<file path="config.mk">
export PLATFORM = sky130hd
export DESIGN_NAME = refresh_sched_flat
export DESIGN_NICKNAME = d
export VERILOG_FILES = /design/src/rtl/refresh_sched_if.sv /design/src/rtl/refresh_sched.sv /design/src/flat_wrapper.sv
export SDC_FILE = /design/constraint.sdc
export NUM_CORES = 1
export LEC_CHECK = 0
export BUFFER_PORTS_ARGS = -buffer_cell sky130_fd_sc_hd__buf_4
export CAP_MARGIN = 20
export CELL_PAD_IN_SITES_DETAIL_PLACEMENT = 2
export CELL_PAD_IN_SITES_GLOBAL_PLACEMENT = 2
export CORE_MARGIN = 10
export CORE_UTILIZATION = 43
export CTS_BUF_LIST = sky130_fd_sc_hd__clkbuf_4
export CTS_CLUSTER_DIAMETER = 150
export DETAILED_ROUTE_END_ITERATION = 8
export GPL_TIMING_DRIVEN = 0
export PLACE_DENSITY = 0.93
export SYNTH_ARGS = -nofsm -noshare
export SYNTH_HDL_FRONTEND = slang
export SYNTH_SLANG_ARGS = --single-unit
export TNS_END_PERCENT = 100
</file>
<file path="constraint.sdc">
create_clock -name CK_t -period 3 [get_ports CK_t]
set_input_delay 0.45 -clock CK_t [delete_from_list [all_inputs] [get_ports CK_t]]
set_output_delay 0.45 -clock CK_t [all_outputs]
set_load 0.01 [all_outputs]
</file>
<file path="src/rtl/refresh_sched_if.sv">
// Refresh scheduler bus: grant/clear from the controller FSM, command
// handshake to the cmd mux, and status back to the controller.
interface refresh_sched_if;
    logic       clear_refresh;
    logic       busy;
    logic       ref_cmd_ack;
    logic       refresh_almost;
    logic       refresh_done;
    logic       ref_cmd_valid;
    logic       ref_cmd_type;
    logic [3:0] refresh_debt;
    logic       refresh_overflow;

    // Scheduler side
    modport master (
        input  clear_refresh,
        input  busy,
        input  ref_cmd_ack,
        output refresh_almost,
        output refresh_done,
        output ref_cmd_valid,
        output ref_cmd_type,
        output refresh_debt,
        output refresh_overflow
    );

    // Controller FSM / cmd mux side
    modport slave (
        output clear_refresh,
        output busy,
        output ref_cmd_ack,
        input  refresh_almost,
        input  refresh_done,
        input  ref_cmd_valid,
        input  ref_cmd_type,
        input  refresh_debt,
        input  refresh_overflow
    );
endinterface

</file>
<file path="src/rtl/refresh_sched.sv">
// Refresh scheduler: tREFI interval counter with postponed-refresh debt,
// and a PREA -> tRP -> REF (xN, tRFC each) sequencer run once granted.
module refresh_sched #(
    parameter int T_REFI       = 7800,
    parameter int T_RP         = 14,
    parameter int T_RFC        = 350,
    parameter int ALMOST_LEAD  = 64,
    parameter int MAX_POSTPONE = 8,
    parameter int CNT_W        = 16
) (
    input  logic               CK_t,
    input  logic               reset_n,
    refresh_sched_if.master    bus
);

    localparam logic [CNT_W-1:0] REFI_LAST = CNT_W'(T_REFI - 1);
    localparam logic [CNT_W-1:0] ALMOST_AT = CNT_W'(T_REFI - ALMOST_LEAD);
    localparam logic [CNT_W-1:0] TRP_LAST  = CNT_W'(T_RP - 1);
    localparam logic [CNT_W-1:0] TRFC_LAST = CNT_W'(T_RFC - 1);
    localparam logic [3:0]       DEBT_MAX  = 4'(MAX_POSTPONE);

    typedef enum logic [2:0] {
        R_IDLE,
        R_PREA,
        R_TRP,
        R_REF,
        R_TRFC,
        R_DONE
    } state_t;

    state_t           state, state_next;
    logic [CNT_W-1:0] refi_cnt, refi_cnt_next;
    logic [CNT_W-1:0] wait_cnt;
    logic [3:0]       debt, debt_next;
    logic [3:0]       rem;
    logic             almost_q;
    logic             overflow_q;
    logic             ovf_set;
    logic             expire;
    logic             ref_ack;
    logic             cmd_valid;
    logic             cmd_type;
    logic             done;
    logic             wait_clr;
    logic             rem_load;
    logic             rem_dec;

    assign expire  = (refi_cnt == REFI_LAST);
    // valid is always high in R_REF, so a raw ack there is a real acceptance
    assign ref_ack = (state == R_REF) && bus.ref_cmd_ack;

    // Interval counter and debt bookkeeping for the next cycle
    always_comb begin
        refi_cnt_next = refi_cnt + 1'b1;
        debt_next     = debt;
        ovf_set       = 1'b0;
        if ((state == R_IDLE) && bus.clear_refresh) begin
            refi_cnt_next = '0;
            debt_next     = '0;
        end else begin
            if (expire) begin
                refi_cnt_next = '0;
            end
            if (ref_ack && expire) begin
                // owed one more and paid one: debt unchanged
                debt_next = debt;
            end else if (ref_ack) begin
                if (debt != '0) begin
                    debt_next = debt - 1'b1;
                end else begin
                    // pulled-in refresh: the interval restarts from here
                    refi_cnt_next = '0;
                end
            end else if (expire) begin
                if (debt == DEBT_MAX) begin
                    ovf_set = 1'b1;
                end else begin
                    debt_next = debt + 1'b1;
                end
            end
        end
    end

    // Interval, debt, almost and sticky overflow registers
    always_ff @(posedge CK_t or negedge reset_n) begin
        if (!reset_n) begin
            refi_cnt   <= '0;
            debt       <= '0;
            almost_q   <= 1'b0;
            overflow_q <= 1'b0;
        end else begin
            refi_cnt   <= refi_cnt_next;
            debt       <= debt_next;
            almost_q   <= (debt_next != '0) || (refi_cnt_next >= ALMOST_AT);
            overflow_q <= overflow_q | ovf_set;
        end
    end

    // Sequencer state register
    always_ff @(posedge CK_t or negedge reset_n) begin
        if (!reset_n) begin
            state <= R_IDLE;
        end else begin
            state <= state_next;
        end
    end

    // Sequencer next state, command outputs and datapath controls
    always_comb begin
        state_next = state;
        cmd_valid  = 1'b0;
        cmd_type   = 1'b0;
        done       = 1'b0;
        wait_clr   = 1'b0;
        rem_load   = 1'b0;
        rem_dec    = 1'b0;
        case (state)
            R_IDLE: begin
                if (bus.busy && almost_q) begin
                    rem_load   = 1'b1;
                    state_next = R_PREA;
                end
            end
            R_PREA: begin
                cmd_valid = 1'b1;
                if (bus.ref_cmd_ack) begin
                    wait_clr   = 1'b1;
                    state_next = R_TRP;
                end
            end
            R_TRP: begin
                if (wait_cnt == TRP_LAST) begin
                    state_next = R_REF;
                end
            end
            R_REF: begin
                cmd_valid = 1'b1;
                cmd_type  = 1'b1;
                if (bus.ref_cmd_ack) begin
                    wait_clr   = 1'b1;
                    rem_dec    = 1'b1;
                    state_next = R_TRFC;
                end
            end
            R_TRFC: begin
                if (wait_cnt == TRFC_LAST) begin
                    state_next = (rem != '0) ? R_REF : R_DONE;
                end
            end
            R_DONE: begin
                done       = 1'b1;
                state_next = R_IDLE;
            end
            default: begin
                state_next = R_IDLE;
            end
        endcase
    end

    // Wait-cycle counter and remaining-REF count for the current sequence
    always_ff @(posedge CK_t or negedge reset_n) begin
        if (!reset_n) begin
            wait_cnt <= '0;
            rem      <= '0;
        end else begin
            if (wait_clr) begin
                wait_cnt <= '0;
            end else begin
                wait_cnt <= wait_cnt + 1'b1;
            end
            if (rem_load) begin
                rem <= (debt == '0) ? 4'd1 : debt;
            end else if (rem_dec) begin
                rem <= rem - 1'b1;
            end
        end
    end

    assign bus.refresh_almost   = almost_q;
    assign bus.refresh_done     = done;
    assign bus.ref_cmd_valid    = cmd_valid;
    assign bus.ref_cmd_type     = cmd_type;
    assign bus.refresh_debt     = debt;
    assign bus.refresh_overflow = overflow_q;

endmodule

</file>
<file path="src/flat_wrapper.sv">
// flat-port wrapper written by rule: the top's interface ports become plain ports
module refresh_sched_flat 
#(
    parameter int T_REFI       = 7800,
    parameter int T_RP         = 14,
    parameter int T_RFC        = 350,
    parameter int ALMOST_LEAD  = 64,
    parameter int MAX_POSTPONE = 8,
    parameter int CNT_W        = 16
)
  (CK_t, reset_n, bus_clear_refresh, bus_busy, bus_ref_cmd_ack, bus_refresh_almost, bus_refresh_done, bus_ref_cmd_valid, bus_ref_cmd_type, bus_refresh_debt, bus_refresh_overflow);
  refresh_sched_if bus_i ();
  input  logic CK_t;
  input  logic reset_n;
  input wire logic [$bits(bus_i.clear_refresh)-1:0] bus_clear_refresh;
  input wire logic [$bits(bus_i.busy)-1:0] bus_busy;
  input wire logic [$bits(bus_i.ref_cmd_ack)-1:0] bus_ref_cmd_ack;
  output wire logic [$bits(bus_i.refresh_almost)-1:0] bus_refresh_almost;
  output wire logic [$bits(bus_i.refresh_done)-1:0] bus_refresh_done;
  output wire logic [$bits(bus_i.ref_cmd_valid)-1:0] bus_ref_cmd_valid;
  output wire logic [$bits(bus_i.ref_cmd_type)-1:0] bus_ref_cmd_type;
  output wire logic [$bits(bus_i.refresh_debt)-1:0] bus_refresh_debt;
  output wire logic [$bits(bus_i.refresh_overflow)-1:0] bus_refresh_overflow;
  assign bus_i.clear_refresh = bus_clear_refresh;
  assign bus_i.busy = bus_busy;
  assign bus_i.ref_cmd_ack = bus_ref_cmd_ack;
  assign bus_refresh_almost = bus_i.refresh_almost;
  assign bus_refresh_done = bus_i.refresh_done;
  assign bus_ref_cmd_valid = bus_i.ref_cmd_valid;
  assign bus_ref_cmd_type = bus_i.ref_cmd_type;
  assign bus_refresh_debt = bus_i.refresh_debt;
  assign bus_refresh_overflow = bus_i.refresh_overflow;
  refresh_sched #(.T_REFI(T_REFI), .T_RP(T_RP), .T_RFC(T_RFC), .ALMOST_LEAD(ALMOST_LEAD), .MAX_POSTPONE(MAX_POSTPONE), .CNT_W(CNT_W)) u_core (.CK_t(CK_t), .reset_n(reset_n), .bus(bus_i));
endmodule
</file>
==> impl_metrics.ini <==
[floorplanning]
fp.dieW_um = 99.6
io_pins = 14
start_util = 0.452
core.rowCount = 28
design.core.area_um2 = 6030
dieArea_um2 = 9920
die_h_um = 99.6

[cts]
cts_max_path_buffers = 2
postCtsSetupBuffers = 0
htree_levels = 2
clkSinkCount = 45
clkTransAtPathRegs_ns = 0.16
cts_hold_buf = 0
ctsRootBufferMaster = clkbuf_4
insertion_delay_ns = 0.40
numCtsBuffers = 5
cts_resized = 0
cts_tree = yes

[timing]
fin_crit_ns = 2.65
post-route-period-util = 0.884
fmax_mhz = 377
setup_viol = 0
fin_skew_ns = 0.0189
hold_viol = 0
worst_pin_slew_ns = 0.936
rsz0062_at_grt = false
maxSlewHeadroom = 0.367
slew_violations = 0
setup-tns-final_ns = 0

[logic_synthesis]
ys_ff_latch = 45
ys_seq_area_frac = 0.413
synth_edf_count = 0
syn_inst = 295
synth_area_um2 = 2720
postSynthAreaPerCell_um2 = 9.23
synth.area.top_cells = dfrtp_1 (41%), nor2_1 (5.8%), xor2_1 (5.1%)
yosysUniqueCellTypes = 57
synthArstFlopShare = 1.00
synth_ff_type = dfrtp_1
synth_top_area_frac = 0.413
synth.largest_area_cell = dfrtp_1
yosysWarnings = 0
synth_nets = 307

[global_route]
grt_first_pass_wirelength_um = 14400
overflow = 0
grt_max_degree = 46
grt_usage = 0.182
antenna_found_initial = 1
first_global_vias = 2624

[worst_setup_path]
path_cells = inv_1 > ha_1 > nor3b_1 > inv_1 > ha_1 > o221a_2 > nor3_1 > a211oi_1 > nand4_1
critical_path_class = reg -> reg
critPathRequiredTime_ns = 3.27
startpoint_type = register
critPathSlowestCell = dfrtp_1
worst_setup_path_end_kind = register
critPathMaxFanout = 8
cp.arrival_ns = 2.92
critical_path.max_stage_delay_ns = 0.53

[finish]
fillers = 646
final_nets = 328
area_growth_pct = 9.46
fin_area_um2 = 2980
layout-drive-gt1-share = 0.158
fin_util = 0.495

[pwr]
clkPwrFrac = 0.148
peakVddDrop_v = 0.000339
p_leak_uw = 0.00135
power.share.combinational = 0.448
p_sw_uw = 1010
pwr-share-seq = 0.404
intPower_uw = 1250
switching_share = 0.447
power.density_nw_per_um2 = 758

[detailed_routing]
drc = 0
viasPerCell = 6.02
routed_wl_um = 8670
wire_per_inst_um = 22.1
ant_nets = 0
drt_iter0_markers = 96
drtPass1Iterations = 4
dr_total_vias = 2366

[placement]
portBuffers = 13
hpwl_um = 5720
dpl-instance-area_um2 = 2920
gp_congestion = 0.798

[run_status]
status = finished, final reports clean

[run]
timing.max_cap.violations = 0

[worst_hold_path]
hold_path_class = in -> async
==> power by group through the flow <==
stage	Combinational [uW]	Sequential, uW	Clock [uW]
finish	1010	914	335
global route	1120	937	373
floorplan	674	873	0
detailed placement	973	915	0
global placement	897	897	0
CTS	1010	910	346
==> worst paths after layout <==
| path | slack (ns) | depth (start not counted) | endpoint | startpoint |
|---|---|---|---|---|
| hold / removal | 0.03 | 1 | u_core.rem[1]$_DFFE_PN0P_ | reset_n |
| max in group asynchronous | 2.55 | 1 | u_core.refi_cnt[1]$_DFF_PN0_ | reset_n |
| hold reg to reg | 0.51 | 1 | u_core.bus.refresh_overflow$_DFF_PN0_ | u_core.bus.refresh_overflow$_DFF_PN0_ |
| setup / recovery | 0.35 | 9 | u_core.bus.refresh_almost$_DFF_PN0_ | u_core.bus.refresh_debt[0]$_DFF_PN0_ |
| min in group CK_t | 0.37 | 3 | u_core.state[0]$_DFFE_PN0P_ | bus_ref_cmd_ack |
| setup reg to reg | 0.35 | 9 | u_core.bus.refresh_almost$_DFF_PN0_ | u_core.bus.refresh_debt[0]$_DFF_PN0_ |
==> routing by layer <==
layer | vias up | GRT usage | part of all wire
met1 | 1229 | 0.212 | 0.42
met5 | - | 0 | 0
met4 | 0 | 0.0595 | 0.017
met2 | 42 | 0.318 | 0.53
met3 | 12 | 0.0436 | 0.031
li1 | 1083 | - | -
==> state kept, by name, summed over array words and instances (netlist names) <==
signal	flops
u_core.wait_cnt	16
u_core.state	3
u_core.rem	4
u_core.refi_cnt	16
u_core.bus.refresh_overflow	1
u_core.bus.refresh_debt	4
u_core.bus.refresh_almost	1
==> Yosys cell counts (all sizes together) (4+ instances only) <==
master  number
xnor2       11
ha           7
buf         13
dfrtp       45
nor2        42
nand3       15
nor2b        4
clkbuf       6
and2         5
and3         7
o21ai        7
or2          4
or4          4
nand2       20
nand4        8
xor2        16
inv         12
a21oi       10
a31oi        4
nor3         9
==> cell families (layout without fill, tap and decap cells) <==
| logic type | Yosys count | in the layout | share of synthesized area |
|---|---|---|---|
| fa+ha+maj | 7 | 7 | 0.0322 |
| xor+xnor | 27 | 27 | 0.0868 |
| flops | 45 | 45 | 0.413 |
| buf+inv | 31 | 53 | 0.0611 |
| mux | 3 | 3 | 0.0115 |
| simple gates | 138 | 138 | 0.279 |
| other cells | 0 | 1 | 0 |
| compound gates | 44 | 44 | 0.116 |
==> stage by stage <==
step	total power [uW]	instances	hold WS, ns	setup WS, ns
after detailed placement	1890	383	0.477	0.537
after global routing	2430	393	0.0469	0.148
after global placement	1790	383	0.456	0.589
final	2260	393	0.0305	0.349
after CTS	2270	391	0.0553	0.378
after floorplan	1550	295	0.154	0.895
==> critical path, delay by kind of cell, from the launching register on <==
family | cells | cell delay (ns)
buf+inv | 2 | 0.29
compound gates | 2 | 0.46
fa+ha+maj | 2 | 0.53
flops | 1 | 0.53
simple gates | 3 | 0.70
==> cell type report <==
cell class	instances	area, um^2	share of cell area
Clock buffer	5	37.5	0.0126
Multi-Input combinational cell	219	1430	0.480
Antenna cell	1	2.50	0.000839
Tap cell	75	93.8	0.0315
Timing Repair Buffer	14	103	0.0344
Buffer	19	121	0.0407
Clock inverter	3	21.3	0.00713
Sequential cell	45	1130	0.378
Inverter	12	45.0	0.0151
==> cell usage in the layout, fill, tap and decap left out, types with 9 or more instances in the layout <==
cell	synthesis	final
dfrtp_1	45	45
nor2_1	42	42
nand2_1	20	20
buf_4	3	16
xor2_1	16	16
nand3_1	14	14
inv_1	12	12
xnor2_1	11	11
nor3_1	9	9
a21oi_1	9	9
Power figures use the tool's default switching activity.
